File: src/rtl/traffic_sensor_conditioner.sv
// Conditions two bouncy, asynchronous vehicle-loop detector inputs into the
// clean Sa/Sb requests for traffic_light_controller. Each request is latched until that street gets green.

module tsc_channel #(
  parameter int DB_LEN = 4,
  parameter int PEND_W = 4
) (
  input  logic              clk,
  input  logic              rst,
  input  logic              raw,
  input  logic              green,
  output logic              req,
  output logic              pres,
  output logic [PEND_W-1:0] pend
);
  localparam int CW = $clog2(DB_LEN + 1);
  localparam logic [CW-1:0] DB_LAST = CW'(DB_LEN - 1);
  localparam logic [PEND_W-1:0] PEND_MAX = '1;

  logic          s1;
  logic          s2;
  logic [CW-1:0] dcnt;
  logic          arr;

  // arr marks the cycle in which pres is about to rise.
  assign arr = s2 & ~pres & (dcnt == DB_LAST);

  always_ff @(posedge clk) begin
    if (rst) begin
      s1   <= 1'b0;
      s2   <= 1'b0;
      pres <= 1'b0;
      dcnt <= '0;
      pend <= '0;
    end else begin
      s1 <= raw;
      s2 <= s1;

      if (s2 == pres) begin
        dcnt <= '0;
      end else if (dcnt == DB_LAST) begin
        pres <= s2;
        dcnt <= '0;
      end else begin
        dcnt <= dcnt + CW'(1);
      end

      // Green clears even a same-cycle arrival: that vehicle is being served.
      if (green) begin
        pend <= '0;
      end else if (arr && (pend != PEND_MAX)) begin
        pend <= pend + PEND_W'(1);
      end
    end
  end

  assign req = pres | (pend != '0);
endmodule

module traffic_sensor_conditioner #(
  parameter int DB_LEN = 4,
  parameter int PEND_W = 4
) (
  input  logic              clk,
  input  logic              rst,
  input  logic              raw_a,
  input  logic              raw_b,
  input  logic              Ga,
  input  logic              Gb,
  output logic              Sa,
  output logic              Sb,
  output logic              pres_a,
  output logic              pres_b,
  output logic [PEND_W-1:0] pend_a,
  output logic [PEND_W-1:0] pend_b
);
  // The two streets are fully independent; simultaneous greens clear each one separately.
  tsc_channel #(.DB_LEN(DB_LEN), .PEND_W(PEND_W)) u_chan_a (
    .clk   (clk),
    .rst   (rst),
    .raw   (raw_a),
    .green (Ga),
    .req   (Sa),
    .pres  (pres_a),
    .pend  (pend_a)
  );

  tsc_channel #(.DB_LEN(DB_LEN), .PEND_W(PEND_W)) u_chan_b (
    .clk   (clk),
    .rst   (rst),
    .raw   (raw_b),
    .green (Gb),
    .req   (Sb),
    .pres  (pres_b),
    .pend  (pend_b)
  );
endmodule
File: config.mk
export PLATFORM = sky130hd
export DESIGN_NAME = traffic_sensor_conditioner
export DESIGN_NICKNAME = d
export VERILOG_FILES = /design/src/rtl/traffic_sensor_conditioner.sv
export SDC_FILE = /design/constraint.sdc
export NUM_CORES = 1
export LEC_CHECK = 0
export BUFFER_PORTS_ARGS = -buffer_cell sky130_fd_sc_hd__buf_2
export CAP_MARGIN = 30
export CORE_MARGIN = 2
export CORE_UTILIZATION = 41
export DETAILED_ROUTE_END_ITERATION = 6
export GPL_ROUTABILITY_DRIVEN = 0
export HOLD_SLACK_MARGIN = 0.02
export PLACE_DENSITY = 0.68
export SYNTH_ARGS = -nofsm -noshare
export SYNTH_HDL_FRONTEND = slang
export SYNTH_SLANG_ARGS = --single-unit
File: constraint.sdc
create_clock -name clk -period 2.9 [get_ports clk]
set_input_delay 0.58 -clock clk [delete_from_list [all_inputs] [get_ports clk]]
set_output_delay 0.58 -clock clk [all_outputs]
set_load 0.005 [all_outputs]
==> results.txt, run 1 <==
Root Driver: clkbuf_4
Dpl ws: 1.05 ns
IO Port Bufs: 17
Area grow syn2layout: 18.0%
Worst hold path class: flip-flop to flip-flop
Mapped Avg Cell Area: 9.97 um2
Worst Skew: 0.00763 ns
Routed via count: 739
Sequential fraction of the synthesis area: 0.437
Synth cell types: 28
FF-to-FF setup slack: 1.41 ns
Core Footprint: 2170 um2
Fin crit share: 0.756
Highest clock rate: 456 MHz
Yosys warns: 0
RR Startpoint: u_chan_b.dcnt[0]
Slew @ Worst Pin: 0.366 ns
DIE AREA: 2630 um2
Share of synthesized registers carrying an async set or reset: 0
Most frequent cells after synthesis: dfxtp_1, ha_1, inv_1
Die X: 51.3 um
Tot GR Track Use: 0.144
Io pins: 18
Max cap viols: 0
Pwr/cell area: 478 nW/um2
Hold_buf cts: 0
Max VDD drop: 0.247 mV
Share of cells above drive strength 1: 0.225
CTS max path bufs: 2
Synth Instances: 92
Critical path startpoint category: flip-flop
Final slew viol count: 0
CTS tree: yes
# Post-CTS Setup Buffers: 0
ANT nets after route: 0
CP required: 2.32 ns
HP Start: u_chan_a.dcnt[0]
Status: completed
Final Worst Setup Slack: 0.707 ns
Num CTS Buffers: 3
DPL Wire Length: 1120 um
Critical Path End Type: output pin
Min Tclk post-route: 2.19 ns
Post-DR wirelength/cell: 11.3 um
Clock-pin slew on the worst setup and hold paths: 0.12 ns
GRT Residual Overflow: 0
Final setup TNS: 0 ns
Placed insts: 135
Vias in the first global route: 661
Initial Util: 0.423
Vias per cell: 5.32
Antenna cells: 0
Nets: 128
Cell taking the most area after synthesis: dfxtp_1
Fin. Hold Viols: 0
Crit. Startpoint: u_chan_a.pend[0]
Post-synth top flop: dfxtp_1
Setup CP Type: flip-flop to output pin
Initial antenna violation count: 0
Synthesized Nets: 108
Most frequent cell after synthesis: dfxtp_1
Post-route insts no fill: 139
Synth top area share: 0.437
Worst-path maximum fanout: 6
Drt first-iter violations: 10
Leak Pwr: 0.432 nW
Area contributors post-synth: dfxtp_1, ha_1, nor2b_1
Post-CTS Resized: 0
Slew headroom: 0.756
RSZ-0062 raised after global routing: false
Netlist Area Pre-Place: 917 um2
# H-tree levels: 1
# setup viols final: 0
DRC: 0
Yosys reg bits: 20
Die Ht: 51.3 um
First-pass GRT wire length: 2790 um
Pin count of the biggest net entering global routing: 21
EDFF count, synth: 0
Skew-Pair Late Insertion Delay: 0.30 ns
Site row count: 17
# clock sinks: 20
First-pass DRT Iterations: 4
WL final: 1570 um
Worst Path Arrival: 1.61 ns
[state kept, by name (all words and copies together), names as in the netlist]
register       count
u_chan_b.pres      1
u_chan_b.dcnt      3
u_chan_a.dcnt      3
u_chan_b.s2        1
u_chan_b.s1        1
u_chan_b.pend      4
u_chan_a.pend      4
u_chan_a.s2        1
u_chan_a.s1        1
u_chan_a.pres      1
[path summary, 6_finish.rpt]
check | endpoint | depth (start not counted)
worst max register to register | u_chan_b.pend[3] | 5
worst max-delay path | Sa | 4
worst min register to register | u_chan_a.dcnt[0] | 1
worst min-delay path | u_chan_a.dcnt[0] | 1
[stage by stage]
| step | util | instance area, um2 | power [mW] | hold WS, ns |
|---|---|---|---|---|
| after detailed placement | 0.475 | 1030 | 0.300 | 0.415 |
| after global placement | 0.475 | 1030 | 0.300 | 0.410 |
| after global routing | 0.499 | 1080 | 0.536 | 0.457 |
| after CTS | 0.499 | 1080 | 0.525 | 0.435 |
| after floorplan | - | 917 | 0.294 | 0.399 |
| final | 0.499 | 1080 | 0.518 | 0.434 |
[per-layer routing]
layer  part of all wire  GRT usage
met5                  0          0
met4             0.0096     0.0789
met3              0.072     0.0263
met2               0.46      0.232
met1               0.46      0.183
[where the power goes]
group          internal, mW  total, mW  leakage (nW)  switching (mW)
clock                 0.140      0.224        0.0279          0.0844
sequential            0.278      0.279         0.162         0.00118
combinational       0.00567     0.0144         0.242         0.00874
total                 0.423      0.518         0.432          0.0944
[logic make-up (layout without fill, tap and decap cells)]
kind of cell / count (synthesis) / after routing / synth area share
and+or+nand+nor: 36 / 36 / 0.244
buffers and inverters: 10 / 29 / 0.0409
muxes: 2 / 2 / 0.0218
adders and majority gates: 10 / 10 / 0.136
AOI/OAI and AO/OA: 14 / 14 / 0.120
DFF: 20 / 20 / 0.437
[worst max-delay path: stages (launching register included)]
cell and delay (ns):
dfxtp_1 0.37, inv_1 0.09, ha_1 0.14, or4b_2 0.57, buf_2 0.15
[placed cells by master, fill, tap and decap left out, drive strengths merged]
cell | netlist | layout
mux2i | 2 | 2
nand3 | 7 | 7
nand4 | 1 | 1
buf | 0 | 17
a21oi | 2 | 2
inv | 8 | 8
and4b | 1 | 1
nor2b | 6 | 6
nor4b | 2 | 2
clkbuf | 2 | 3
nor2 | 2 | 2
nand2 | 2 | 2
dfxtp | 20 | 20
or4b | 2 | 2
and2 | 2 | 2
and3 | 2 | 2
ha | 10 | 10
nor4 | 6 | 6
nor3b | 1 | 1
a211oi | 4 | 4
nor3 | 2 | 2
a2111oi | 2 | 2
a41oi | 2 | 2
bufinv | 0 | 1
o21ai | 4 | 4
[layout make-up]
class                           count  area, um2
Multi-Input combinational cell     62        479
Clock buffer                        3       22.5
Sequential cell                    20        400
Tap cell                           28       35.0
Fill cell                         225       1090
Clock inverter                      1       30.0
Timing Repair Buffer               17       85.1
Inverter                            8       30.0
Power figures use the tool's default switching activity.
==> inputs of run 2 (changes only) <==
==> constraint.sdc (replaced) <==
create_clock -name clk -period 2.03 [get_ports clk]
set_input_delay 0.406 -clock clk [delete_from_list [all_inputs] [get_ports clk]]
set_output_delay 0.406 -clock clk [all_outputs]
set_load 0.005 [all_outputs]
==> run 2 against run 1 <==
- core utilization is 1.0 points higher
- critical path depth stayed put
- worst setup slack worse by 0.65 ns
- sequential power is 42% higher
- final cell count stayed put
- clock skew is 0.0010 ns lower
- die area stayed put
- routed wire length is 4.0% higher
- sequential share of layout area is 0.075 points lower
- critical path type unchanged
- highest routed layer unchanged
==> results.txt, run 2 (synthesis results as in run 1) <==
Fin util: 0.509 (+0.0104)
Io pins: 18 (unchanged)
DIE AREA: 2630 um2 (unchanged)
Core Footprint: 2170 um2 (unchanged)
Worst Skew: 0.00662 ns (-0.00101 ns)
Share of cells above drive strength 1: 0.270 (+0.0450)
Biggest registers after layout: u_chan_a.pend (4), u_chan_b.pend (4)
Highest clock rate: 506 MHz
HP Start: raw_b
IO Port Bufs: 17 (unchanged)
Fin crit share: 0.973
Worst Path Arrival: 1.57 ns (-0.04 ns)
Vias in the first global route: 647 (-2.1%)
Final instance area: 1100 um2 (+2.1%)
Tot GR Track Use: 0.138 (-0.00623)
# Post-CTS Setup Buffers: 0 (unchanged)
Worst hold path class: primary input to flip-flop
Worst-path maximum fanout: 6 (unchanged)
Max VDD drop: 0.351 mV (+42%)
Critical path startpoint category: flip-flop
Max stage delay on crit path: 0.56 ns (about the same)
Sequence of cells on the critical path: inv_4 > ha_4 > or4b_2 > buf_2
First-pass GRT wire length: 2750 um (-1.5%)
Leading cell types in the layout, fill and taps excluded: dfxtp_1, buf_2, ha_1, nand3_1
Num CTS Buffers: 3 (unchanged)
WL final: 1630 um (+4.0%)
Vias per cell: 5.32 (unchanged)
Placed instance area: 1030 um2 (unchanged)
GRT Residual Overflow: 0 (unchanged)
Status: completed
Initial Util: 0.423 (unchanged)
# setup viols final: 0 (unchanged)
Max cap viols: 0 (unchanged)
CTS max path bufs: 2 (unchanged)
Final setup TNS: 0 ns (unchanged)
Critical Path End Type: output pin
Slew @ Worst Pin: 0.360 ns (-0.00612 ns)
Skew-Pair Late Insertion Delay: 0.30 ns (about the same)
RR Startpoint: u_chan_b.dcnt[0]
Routed via count: 739 (unchanged)
Antenna cells: 0 (unchanged)
Post-DR wirelength/cell: 11.7 um (+4.0%)
Nets: 128 (unchanged)
Delay-heaviest family, CP: simple AND/OR/NAND/NOR gates
RSZ-0062 raised after global routing: false
Die X: 51.3 um (unchanged)
Leak Pwr: 0.437 nW (+1.1%)
Most common cell after layout, fill and taps aside: dfxtp_1
DRC: 0 (unchanged)
Crit. Startpoint: u_chan_a.pend[0]
Clock-pin slew on the worst setup and hold paths: 0.11 ns (about the same)
CP required: 1.62 ns (-0.70 ns)
Hold_buf cts: 0 (unchanged)
Die Ht: 51.3 um (unchanged)
Site row count: 17 (unchanged)
# clock sinks: 20 (unchanged)
DPL Wire Length: 1200 um (+6.8%)
Slowest CP cell: or4b_2
Final slew viol count: 0 (unchanged)
Pin count of the biggest net entering global routing: 21 (unchanged)
Pwr/cell area: 665 nW/um2 (+39%)
Drt first-iter violations: 14 (+4)
Setup CP Type: flip-flop to output pin
Min Tclk post-route: 1.97 ns
First-pass DRT Iterations: 4 (unchanged)
Initial antenna violation count: 0 (unchanged)
Fin. Hold Viols: 0 (unchanged)
Area grow syn2layout: 20.5%
Buffers and inverters on the worst path: 2 (unchanged)
# H-tree levels: 1 (unchanged)
CTS tree: yes
Root Driver: clkbuf_4
ANT nets after route: 0 (unchanged)
Slew headroom: 0.760 (+0.00408)
run 2: cell types whose count changed in the layout (fill, tap and decap cells not counted):
cell | previous run | this run
dfxtp_4 | 0 | 2
ha_1 | 10 | 9
inv_4 | 0 | 1
ha_4 | 0 | 1
inv_2 | 0 | 1
dfxtp_1 | 20 | 18
inv_1 | 8 | 6
run 2: cell type report:
type | instances | area (um2)
inverter | 8 | 32.5
tap | 28 | 35.0
fill | 226 | 1060
clock inverter | 1 | 30.0
timing repair buffer | 17 | 85.1
clock buffer | 3 | 22.5
multi-input combinational | 62 | 492
sequential | 20 | 408
run 2: path summary, 6_finish.rpt:
path | endpoint | slack, ns | cells after the start
worst max-delay path | Sa | 0.06 | 4
worst min-delay path | u_chan_b.s1 | 0.31 | 2
worst max register to register | u_chan_b.pend[3] | 0.52 | 5
worst min register to register | u_chan_b.dcnt[0] | 0.43 | 1
run 2: worst reg2reg max path, delay by kind of cell, from the launching register on:
kind                       cells  cell delay, ns
AOI/OAI and AO/OA              2            0.46
adders and majority gates      2            0.39
DFF                            1            0.35
and+or+nand+nor                1            0.20
run 2: per-stage QoR:
stage	worst slack (ns)	hold slack, ns	total power, mW	instances
final	0.0551	0.307	0.735	139
after detailed placement	0.326	0.417	0.429	135
after floorplan	0.500	0.399	0.420	92
after CTS	0.00408	0.299	0.749	139
after global placement	0.377	0.410	0.428	135
after global routing	0.0107	0.308	0.766	139
run 2: where the power goes:
part	total, mW	internal, mW	switching (mW)
registers	0.396	0.394	0.00170
clock network	0.318	0.199	0.119
logic	0.0208	0.00815	0.0126
total	0.735	0.602	0.133
run 2: routing by layer:
metal / vias to the layer above / share of wire / track usage
li1: 377 / - / -
met1: 342 / 0.46 / 0.175
met2: 18 / 0.48 / 0.219
met3: 2 / 0.053 / 0.0263
met4: 0 / 0.0086 / 0.0789
met5: - / 0 / 0
run 2: what timing repair did:
item	in CTS	in global routing
pin swaps	0	0
setup endpoints to repair	1	1
gates resized for setup	1	8
